### src/rtl/dmul_bi_acc_if.sv
// ---------------------------------------------------------------------------
// dmul_bi_acc_if
// Bundles the operand, control, sequence and result signals of the
// stochastic multiplier-accumulator into one interface.
//   master : driver side (operands, loads, mode, start, sequence values in;
//            sequence advance, product bit, busy, valid, count out)
//   slave  : the dmul_bi_acc block itself
// Ports carried:
//   iA, iB               operand magnitudes
//   loadA, loadB         operand buffer load enables
//   mode                 0 = unipolar (AND), 1 = bipolar (XNOR)
//   start                single-cycle run request
//   sobolSeqA, sobolSeqB external low-discrepancy sequence values
//   oSeqEn               advance request to the sequence generators
//   oC                   product bit
//   oBusy                high while a run is in progress
//   oValid               one-cycle result strobe
//   oCnt                 ones counted in oC over the last completed run
// ---------------------------------------------------------------------------
interface dmul_bi_acc_if #(
   parameter int WIDTH    = 8,
   parameter int LEN_LOG2 = 8
);
   logic [WIDTH-1:0]  iA;
   logic [WIDTH-1:0]  iB;
   logic              loadA;
   logic              loadB;
   logic              mode;
   logic              start;
   logic [WIDTH-1:0]  sobolSeqA;
   logic [WIDTH-1:0]  sobolSeqB;
   logic              oSeqEn;
   logic              oC;
   logic              oBusy;
   logic              oValid;
   logic [LEN_LOG2:0] oCnt;

   modport master (
      output iA, iB, loadA, loadB, mode, start, sobolSeqA, sobolSeqB,
      input  oSeqEn, oC, oBusy, oValid, oCnt
   );

   modport slave (
      input  iA, iB, loadA, loadB, mode, start, sobolSeqA, sobolSeqB,
      output oSeqEn, oC, oBusy, oValid, oCnt
   );
endinterface

### src/rtl/dmul_bi_acc.sv
// ---------------------------------------------------------------------------
// dmul_bi_acc
// Stochastic-computing multiplier with a run-length accumulator. Each
// operand is turned into a bit stream by comparing it against an external
// low-discrepancy sequence; the two stream bits are multiplied with AND
// (unipolar) or XNOR (bipolar) and the ones are counted over a run of
// 2^LEN_LOG2 cycles.
// Ports:
//   clk     rising-edge clock
//   rst_n   asynchronous, active-low reset
//   acc_if  dmul_bi_acc_if.slave bundle (operands, control, sequences in;
//           oSeqEn, oC, oBusy, oValid, oCnt out)
// ---------------------------------------------------------------------------
module dmul_bi_acc #(
   parameter int WIDTH    = 8,
   parameter int LEN_LOG2 = 8
) (
   input  logic         clk,
   input  logic         rst_n,
   dmul_bi_acc_if.slave acc_if
);

   localparam logic [1:0] IDLE = 2'd0;
   localparam logic [1:0] RUN  = 2'd1;
   localparam logic [1:0] DONE = 2'd2;

   localparam logic [LEN_LOG2-1:0] LAST_CYCLE = {LEN_LOG2{1'b1}};

   logic [1:0]          state_q, state_d;
   logic [WIDTH-1:0]    aBuf_q, aBuf_d;
   logic [WIDTH-1:0]    bBuf_q, bBuf_d;
   logic                modeR_q, modeR_d;
   logic [LEN_LOG2-1:0] cycle_q, cycle_d;
   logic [LEN_LOG2:0]   acc_q, acc_d;
   logic [LEN_LOG2:0]   cnt_q, cnt_d;

   logic                bitA;
   logic                bitB;
   logic                prodBit;
   logic [LEN_LOG2:0]   accInc;

   // Stream bits come from a strict compare, so a zero operand never
   // produces a one. The product is formed in every state, not only in RUN,
   // using the mode latched at the last accepted start.
   assign bitA    = (aBuf_q > acc_if.sobolSeqA);
   assign bitB    = (bBuf_q > acc_if.sobolSeqB);
   assign prodBit = modeR_q ? ~(bitA ^ bitB) : (bitA & bitB);
   assign accInc  = acc_q + {{LEN_LOG2{1'b0}}, prodBit};

   // Status outputs are decoded straight from the state register so that
   // reset forces them low immediately.
   assign acc_if.oC     = prodBit;
   assign acc_if.oSeqEn = (state_q == RUN);
   assign acc_if.oBusy  = (state_q == RUN);
   assign acc_if.oValid = (state_q == DONE);
   assign acc_if.oCnt   = cnt_q;

   // Next-state logic. Operand loads and start are honoured only outside
   // RUN; DONE behaves like IDLE for loads so a back-to-back run can pick
   // up fresh operands on the same edge that restarts it. The final RUN
   // cycle's product bit is folded into the published count.
   always_comb begin
      state_d = state_q;
      aBuf_d  = aBuf_q;
      bBuf_d  = bBuf_q;
      modeR_d = modeR_q;
      cycle_d = cycle_q;
      acc_d   = acc_q;
      cnt_d   = cnt_q;
      case (state_q)
         IDLE, DONE: begin
            if (acc_if.loadA) begin
               aBuf_d = acc_if.iA;
            end
            if (acc_if.loadB) begin
               bBuf_d = acc_if.iB;
            end
            if (acc_if.start) begin
               state_d = RUN;
               modeR_d = acc_if.mode;
               cycle_d = '0;
               acc_d   = '0;
            end else begin
               state_d = IDLE;
            end
         end
         RUN: begin
            acc_d   = accInc;
            cycle_d = cycle_q + 1'b1;
            if (cycle_q == LAST_CYCLE) begin
               state_d = DONE;
               cnt_d   = accInc;
            end
         end
         default: begin
            state_d = IDLE;
         end
      endcase
   end

   // State registers. Reset clears everything, including the held result,
   // so an aborted run leaves no trace and produces no strobe.
   always_ff @(posedge clk or negedge rst_n) begin
      if (!rst_n) begin
         state_q <= IDLE;
         aBuf_q  <= '0;
         bBuf_q  <= '0;
         modeR_q <= 1'b0;
         cycle_q <= '0;
         acc_q   <= '0;
         cnt_q   <= '0;
      end else begin
         state_q <= state_d;
         aBuf_q  <= aBuf_d;
         bBuf_q  <= bBuf_d;
         modeR_q <= modeR_d;
         cycle_q <= cycle_d;
         acc_q   <= acc_d;
         cnt_q   <= cnt_d;
      end
   end

endmodule

### src/flat_wrapper.sv
// flat-port wrapper written by rule: the top's interface ports become plain ports
module dmul_bi_acc_flat 
#(
   parameter int WIDTH    = 8,
   parameter int LEN_LOG2 = 8
)
  (clk, rst_n, acc_if_iA, acc_if_iB, acc_if_loadA, acc_if_loadB, acc_if_mode, acc_if_start, acc_if_sobolSeqA, acc_if_sobolSeqB, acc_if_oSeqEn, acc_if_oC, acc_if_oBusy, acc_if_oValid, acc_if_oCnt);
  dmul_bi_acc_if #(.WIDTH(WIDTH), .LEN_LOG2(LEN_LOG2)) acc_if_i ();
  input  logic clk;
  input  logic rst_n;
  input wire logic [$bits(acc_if_i.iA)-1:0] acc_if_iA;
  input wire logic [$bits(acc_if_i.iB)-1:0] acc_if_iB;
  input wire logic [$bits(acc_if_i.loadA)-1:0] acc_if_loadA;
  input wire logic [$bits(acc_if_i.loadB)-1:0] acc_if_loadB;
  input wire logic [$bits(acc_if_i.mode)-1:0] acc_if_mode;
  input wire logic [$bits(acc_if_i.start)-1:0] acc_if_start;
  input wire logic [$bits(acc_if_i.sobolSeqA)-1:0] acc_if_sobolSeqA;
  input wire logic [$bits(acc_if_i.sobolSeqB)-1:0] acc_if_sobolSeqB;
  output wire logic [$bits(acc_if_i.oSeqEn)-1:0] acc_if_oSeqEn;
  output wire logic [$bits(acc_if_i.oC)-1:0] acc_if_oC;
  output wire logic [$bits(acc_if_i.oBusy)-1:0] acc_if_oBusy;
  output wire logic [$bits(acc_if_i.oValid)-1:0] acc_if_oValid;
  output wire logic [$bits(acc_if_i.oCnt)-1:0] acc_if_oCnt;
  assign acc_if_i.iA = acc_if_iA;
  assign acc_if_i.iB = acc_if_iB;
  assign acc_if_i.loadA = acc_if_loadA;
  assign acc_if_i.loadB = acc_if_loadB;
  assign acc_if_i.mode = acc_if_mode;
  assign acc_if_i.start = acc_if_start;
  assign acc_if_i.sobolSeqA = acc_if_sobolSeqA;
  assign acc_if_i.sobolSeqB = acc_if_sobolSeqB;
  assign acc_if_oSeqEn = acc_if_i.oSeqEn;
  assign acc_if_oC = acc_if_i.oC;
  assign acc_if_oBusy = acc_if_i.oBusy;
  assign acc_if_oValid = acc_if_i.oValid;
  assign acc_if_oCnt = acc_if_i.oCnt;
  dmul_bi_acc #(.WIDTH(WIDTH), .LEN_LOG2(LEN_LOG2)) u_core (.clk(clk), .rst_n(rst_n), .acc_if(acc_if_i));
endmodule
### config.mk
export PLATFORM = sky130hd
export DESIGN_NAME = dmul_bi_acc_flat
export DESIGN_NICKNAME = d
export VERILOG_FILES = /design/src/rtl/dmul_bi_acc_if.sv /design/src/rtl/dmul_bi_acc.sv /design/src/flat_wrapper.sv
export SDC_FILE = /design/constraint.sdc
export NUM_CORES = 1
export LEC_CHECK = 0
export CAP_MARGIN = 0
export CORE_AREA = 2 2 79 96
export CTS_BUF_LIST = sky130_fd_sc_hd__clkbuf_4
export DETAILED_ROUTE_END_ITERATION = 16
export DIE_AREA = 0 0 81 98
export PLACE_DENSITY = 0.6
export SLEW_MARGIN = 15
export SYNTH_ARGS = -nofsm -noshare
export SYNTH_HDL_FRONTEND = slang
export SYNTH_SLANG_ARGS = --single-unit
### constraint.sdc
create_clock -name clk -period 4 [get_ports clk]
set_clock_uncertainty 0.15 [all_clocks]
set_input_delay 0.6 -clock clk [delete_from_list [all_inputs] [get_ports clk]]
set_output_delay 0.6 -clock clk [all_outputs]
set_load 0.005 [all_outputs]
**Word level (Yosys, flattened, before mapping)**

Index checks and enable logic that the tools add are counted.

- Bits in registers: 45
- Input bits: 38
- Output and inout bits: 13
- Logic and storage cells: 35

- Add/subtract/negate cells: 2
- Order comparisons: 2
- Equality and inequality tests: 5
- Mux-type cells: 8
- Bitwise operators: 3
- Reduce and logical (&&, ||, !) cells: 8

Operators with widths:

| cell | number |
|---|---|
| 9-bit case mux with 2 select lines | 1 |
| 8-bit greater-than comparator | 2 |
| 8-bit case mux with 2 select lines | 1 |
| 2-bit AND reduction | 5 |
| 9-bit by 1-bit adder with 9-bit output | 1 |
| 9-bit 2-to-1 mux | 1 |
| 8-bit by 1-bit adder with 8-bit output, second input constant | 1 |
| 8-bit equality test, second input constant | 1 |
| 8-bit 2-to-1 mux | 1 |
| 2-bit case mux with 2 select lines | 1 |
| 2-bit by 1-bit equality test with 1-bit output, second input constant | 1 |
| 2-bit equality test, second input constant | 1 |
| 2-bit logical NOT | 1 |
| 1-bit 2-to-1 mux | 2 |
| 2-bit 2-to-1 mux | 1 |
| 2-bit by 1-bit inequality test with 1-bit output, second input constant | 1 |
| 2-bit inequality test, second input constant | 1 |
| 2-bit nonzero test | 1 |
| 2-bit OR reduction | 1 |
| 1-bit bitwise AND | 1 |
| 1-bit inverter | 1 |
| 1-bit bitwise XOR | 1 |

**Longest topological paths before layout**

Gate-level depths: netlist of run 1.

- Depth in word-level cells: 6
- Mapped depth: 16

**Worst setup path before layout of run 1**

Ideal clock, no wire load.

- Kind: input -> register
- From: input acc_if_sobolSeqB[1]
- To: register u_core.cnt_q[6], in the netlist u_core.acc_if.oCnt[6]
- Setup time: 83 ps
- Arrival time: 2997 ps
- Required time: 3767 ps
- Slack: 771 ps
- Stages on the path: 15
- Buffers on the path: 1
- Path through: inv_1 ha_1 nor2b_1 o211ai_1 a21oi_1 o22a_1 ha_1 a21oi_1 ha_1 ha_1 and3_1 buf_2 nand3_1 xor2_1 o21ai_0

- Word-level cells in the longest chain between the ends: 5

RTL lines:

| item | line | source |
|---|---|---|
| start: declaration | flat_wrapper.sv:18 | `input wire logic [$bits(acc_if_i.sobolSeqB)-1:0] acc_if_sobolSeqB;` |
| 8-bit greater-than comparator (*) | dmul_bi_acc.sv:46 | `assign bitB = (bBuf_q > acc_if.sobolSeqB);` |
| 1-bit bitwise XOR | dmul_bi_acc.sv:47 | `assign prodBit = modeR_q ? ~(bitA ^ bitB) : (bitA & bitB);` |
| 1-bit inverter | dmul_bi_acc.sv:47 |  |
| 1-bit 2-to-1 mux (*) | dmul_bi_acc.sv:47 |  |
| net acc_if_oC | flat_wrapper.sv:20 | `output wire logic [$bits(acc_if_i.oC)-1:0] acc_if_oC;` |
| 9-bit by 1-bit adder with 9-bit output (*) | dmul_bi_acc.sv:48 | `assign accInc = acc_q + {{LEN_LOG2{1'b0}}, prodBit};` |
| end signal: assignment | dmul_bi_acc.sv:119 | `cnt_q <= cnt_d;` |
| end: declaration | dmul_bi_acc.sv:35 | `logic [LEN_LOG2:0] cnt_q, cnt_d;` |

Mark *: on every way through the listed nets, which the timed path passes. The rest lies on a longest branch.
A chain may end at the register's enable or synchronous reset.

**Worst setup path after layout of run 1**

- From: input acc_if_sobolSeqB[1]
- To: output acc_if_oC

- Word-level cells in the longest chain between the ends: 4

RTL lines:

| item | line |
|---|---|
| 8-bit greater-than comparator (*) | dmul_bi_acc.sv:46 |
| 1-bit bitwise XOR | dmul_bi_acc.sv:47 |
| 1-bit inverter | dmul_bi_acc.sv:47 |
| 1-bit 2-to-1 mux (*) | dmul_bi_acc.sv:47 |
| end: declaration | flat_wrapper.sv:20 |

Every way passes the cells marked *; elsewhere a longest branch is shown, timed or not.

==> results.tsv, run 1 <==
metric	value	unit
status	complete, no violations	
cp-end-kind	output port	
vias	1811	
antenna_found_initial	0	
cp.arrival	3.03	ns
netlist_instances	232	
dp_cells	362	
synth_top_cell_by_area	dfrtp_1	
dp_slack	0.0893	ns
die-area	7940	sq um
startpoint_type	primary input	
stdcell_count	370	
drv_cap	0	
diodes	0	
ir_worst_vdd	0.221	mV
port_buffers	50	
synth_async_sr_flop_share	100	%
utilization	42.7	%
post-dp-hpwl	3.39	mm
place.gp.congestion	0.709	
cts.clk_slew.worst_paths	0.12	ns
yosys.cell_count.top_type	dfrtp_1	
hold_viol	0	
period_needed	3.78	ns
via_per_inst	4.89	
cts_buffers	5	
insertion_delay	0.35	ns
rsz0062_at_grt	no	
detail_route.wl_per_cell	12.6	um
fillers	692	
worst-setup-path-type	primary input to output port	
synth_enable_flop_cells	0	
dr.pass1.iters	4	
fin_tns_setup	0	ns
clk_path_buf_depth	2	
drc	0	
total_power	1.36	mW
rows	34	
dr_wl_met2	2.08	mm
cp_max_fo	2	
setup_violations	0	
pin_count	51	
cts_root_buffer	clkbuf_4	
cp.required	3.25	ns
fmax	0.265	GHz
grt_overflow_total	0	
synth_seq_area_share	46.8	%
final_nets	337	
synth.avg_cell_area	10.4	sq um
setup_slack	0.221	ns
grt_pass1_vias	1817	
initial_core_util	34.1	%
yosysWarnings	0	
design_area	3010	sq um
drt_wl_total	4.65	mm
holdBufCountCts	0	
grt_pass1_wl	8.07	mm
power.density	453	nW/um^2
grt_usage	12.8	%
ys_top_cells_by_area	dfrtp_1, ha_1, mux2_2	
wl_met1	2.20	mm
drive_above_1_share	11.1	%
slew_headroom	35.0	%
cts_htree_levels	2	
grt_start_max_net_pins	46	
synth_top_area_share	46.8	%
hold_slack	0.245	ns
first_iter_violations	71	
ant_nets	0	
die-height	98	um
cts_tree	yes	
dpl_cell_area	2950	sq um
ys_ff_latch	45	
synth.distinct_cells	33	
core-area	7060	sq um
fin_crit_sh	94.5	%
leakagePower	1.32	nW
drv_slew	0	
synth-main-ff-cell	dfrtp_1	
met3_wirelength	301	um
cts_setup_buffers	0	
area_growth	25.3	%
cts_resized	0	
syn-num-nets	290	
hold_class	primary input to asynchronous set/reset pin	
synth_commonest_cells	dfrtp_1, o21ai_0, nand2_1	
top_layer_used	met4	
worst_slew_pin_slew	0.975	ns
netlist_area	2400	sq um
die_x	81	um
cts.sink_count	45	
==> power breakdown <==
part,internal [mW],switching [mW]
clock,0.0907,0.138
sequential,0.572,0.0905
combinational,0.260,0.213
total,0.923,0.442
==> kinds of logic (layout without fill, tap and decap cells) <==
family / Yosys count / after routing / synth area share, %
AOI/OAI and AO/OA: 55 / 55 / 13.7
buffers and inverters: 29 / 77 / 5.57
and+or+nand+nor: 58 / 58 / 12.6
DFF: 45 / 45 / 46.8
xor gates and xnor gates: 7 / 7 / 2.55
adders and majority gates: 20 / 20 / 10.4
muxes: 18 / 18 / 8.38
==> state kept, by name, summed over array words and instances, names as in the netlist <==
name	flops
u_core.bBuf_q	8
u_core.cycle_q	8
u_core.aBuf_q	8
u_core.modeR_q	1
u_core.acc_if.oCnt	9
u_core.acc_q	9
u_core.state_q	2
==> per-layer routing <==
layer,track usage (%),up-vias
met1,17.4,848
li1,-,909
met3,3.51,7
met4,4.17,0
met5,0,-
met2,19.7,47
==> path summary, 6_finish.rpt <==
| check | startpoint | cells after the start | slack, ns | endpoint |
|---|---|---|---|---|
| setup / recovery | acc_if_sobolSeqB[1] | 10 | 0.22 | acc_if_oC |
| hold / removal | rst_n | 1 | 0.24 | u_core.bBuf_q[1] |
| setup reg to reg | u_core.bBuf_q[1] | 13 | 0.84 | u_core.acc_if.oCnt[8] |
| hold reg to reg | u_core.cycle_q[6] | 1 | 0.35 | u_core.cycle_q[6] |
| max in group asynchronous | rst_n | 1 | 2.85 | u_core.cycle_q[7] |
| min in group clk | u_core.cycle_q[6] | 1 | 0.35 | u_core.cycle_q[6] |
==> layout make-up <==
| type | instances | area, sq um | share of cell area (%) |
|---|---|---|---|
| Clock buffer | 8 | 60.1 | 1.99 |
| Inverter | 18 | 67.6 | 2.24 |
| Multi-Input combinational cell | 158 | 1140 | 38.0 |
| Sequential cell | 45 | 1130 | 37.4 |
| Tap cell | 90 | 113 | 3.74 |
| Timing Repair Buffer | 51 | 503 | 16.7 |
==> worst max-delay path, stage by stage <==
cell	delay (ns)
clkdlybuf4s50_1	0.45
inv_1	0.04
ha_1	0.29
nor2b_1	0.13
o211ai_1	0.17
a21oi_1	0.09
o22a_1	0.17
ha_1	0.29
a21oi_1	0.23
clkdlybuf4s50_1	0.57
==> cell usage in the layout, fill, tap and decap left out, types with 5 or more instances in the layout <==
cell type and n:
clkbuf_4 8, nor2b_1 5, nand2_1 21, inv_1 18, a21oi_1 10, nand4_1 6, nor2_1 7, mux2_2 17
o21ai_0 27, clkdlybuf4s50_1 49, ha_1 20, dfrtp_1 45, nand3_1 8
Note: power is estimated with default switching activity, not from simulation.
==> run 2: changes to the inputs <==
- GPL_TIMING_DRIVEN: default -> 0
- clock period: 4 -> 3.95 ns (I/O delays scaled with it)
==> run 2 against run 1 <==
Effect of this change: via count up 3.0%; sequential share of layout area down 1.0 points; clock-buffer cell count down 3; routed wire length up 2.7%; sequential cell count unchanged; sequential power up 0.6%; global-route usage up 0.21 points; critical path type unchanged; largest power group unchanged; highest routed layer unchanged.
==> results.tsv, run 2 (synthesis results as in run 1) <==
metric	value	unit	change
status	complete, no violations		
slew_headroom	75.5	%	+40 points
drive_above_1_share	14.0	%	+3.0 points
via_per_inst	4.88		-0.25%
cts_tree	yes		
ant_nets	0		unchanged
grt_pass1_wl	8.19	mm	+1.5%
worst_slew_pin_slew	0.368	ns	-0.607 ns
cp_max_fo	2		unchanged
detail_route.wl_per_cell	12.5	um	-0.50%
design_area	3100	sq um	+2.8%
final_common_cell	clkdlybuf4s50_1		
dp_cells	373		+3.0%
utilization	43.9	%	+1.2 points
grt_start_max_net_pins	32		-30%
drc	0		unchanged
dr.pass1.iters	4		unchanged
clk_path_buf_depth	2		unchanged
antenna_found_initial	0		unchanged
fmax	0.262	GHz	
port_buffers	50		unchanged
hold_class	flip-flop to flip-flop		
dp_slack	-0.0999	ns	-0.189 ns
fillers	729		+5.3%
power.density	445	nW/um^2	-1.7%
cp.arrival	3.08	ns	+0.05 ns
final_nets	349		+3.6%
die-area	7940	sq um	unchanged
total_power	1.38	mW	+1.0%
grt_pass1_vias	1850		+1.8%
initial_core_util	34.1	%	unchanged
area_growth	28.8	%	
worst-setup-path-type	primary input to output port		
die_x	81	um	unchanged
fin_crit_sh	96.7	%	
insertion_delay	0.37	ns	+0.02 ns
cts_setup_buffers	0		unchanged
drt_wl_total	4.78	mm	+2.7%
final_cell_mix	clkdlybuf4s50_1, dfrtp_1, o21ai_0		
diodes	0		unchanged
cp-end-kind	output port		
first_iter_violations	70		-1.4%
cp.required	3.21	ns	-0.04 ns
stdcell_count	382		+3.2%
period_needed	3.82	ns	
cts.sink_count	45		unchanged
cts_root_buffer	clkbuf_4		
grt_overflow_total	0		unchanged
setup_violations	0		unchanged
cts_htree_levels	2		unchanged
pin_count	51		unchanged
rsz0062_at_grt	no		
grt_usage	13.0	%	+0.21 points
drv_slew	0		unchanged
core-area	7060	sq um	unchanged
dpl_cell_area	3030	sq um	+2.7%
place.gp.congestion	0.761		+7.4%
ir_worst_vdd	0.303	mV	+37%
post-dp-hpwl	3.54	mm	+4.3%
startpoint_type	primary input		
rows	34		unchanged
hold_viol	0		unchanged
setup_slack	0.131	ns	-0.0901 ns
leakagePower	1.38	nW	+4.4%
drv_cap	0		unchanged
cts_buffers	5		unchanged
cts.clk_slew.worst_paths	0.11	ns	about the same
vias	1865		+3.0%
die-height	98	um	unchanged
==> run 2: layer usage <==
layer	share of wire (%)	vias to the layer above	global-route usage [%]
met5	0	-	0
met4	1.3	0	4.43
met3	6.5	6	3.88
met2	46	46	20.6
met1	46	879	16.9
li1	-	934	-
==> run 2: through the flow <==
step / setup TNS, ns / hold WS, ns
finish: 0 / 0.342
global route: 0 / 0.360
CTS: 0 / 0.347
detailed placement: -0.294 / 0.320
global placement: -0.155 / 0.315
floorplan: 0 / 0.147
==> run 2: worst max-delay path: stages <==
cell and delay [ns]:
clkdlybuf4s50_1 0.46, inv_1 0.04, ha_1 0.29, nor2b_1 0.13, o211ai_1 0.15, a21oi_1 0.08, o22a_1 0.17, ha_1 0.29
a21oi_1 0.29, clkdlybuf4s50_1 0.57
==> run 2: path summary, 6_finish.rpt <==
| path | startpoint | endpoint | slack (ns) | cells past startpoint |
|---|---|---|---|---|
| setup / recovery | acc_if_sobolSeqB[1] | acc_if_oC | 0.13 | 10 |
| hold / removal | u_core.cycle_q[6] | u_core.cycle_q[6] | 0.34 | 1 |
| setup reg to reg | u_core.aBuf_q[1] | u_core.acc_if.oCnt[8] | 0.64 | 14 |
| hold reg to reg | u_core.cycle_q[6] | u_core.cycle_q[6] | 0.34 | 1 |
| max in group asynchronous | rst_n | u_core.cycle_q[2] | 2.65 | 3 |
| min in group asynchronous | rst_n | u_core.acc_if.oCnt[1] | 0.50 | 2 |
==> run 2: repair_timing <==
| action | CTS | global route |
|---|---|---|
| hold endpoints to repair | 14 | 0 |
| hold buffers | 1 | 0 |
| resized for setup | 0 | 0 |
==> run 2: cell type report <==
class,count,area (sq um),share of cell area (%)
Buffer,11,66.3,2.14
Inverter,18,67.6,2.18
Tap cell,90,113,3.63
Timing Repair Buffer,52,526,17.0
Multi-Input combinational cell,158,1140,37.0
Clock buffer,5,37.5,1.21
Clock inverter,3,17.5,0.565
Sequential cell,45,1130,36.3
==> run 2: power by group <==
part	switching (mW)	total [mW]	internal [mW]
Clock	0.155	0.223	0.0677
Sequential	0.0871	0.666	0.579
Combinational	0.221	0.489	0.268
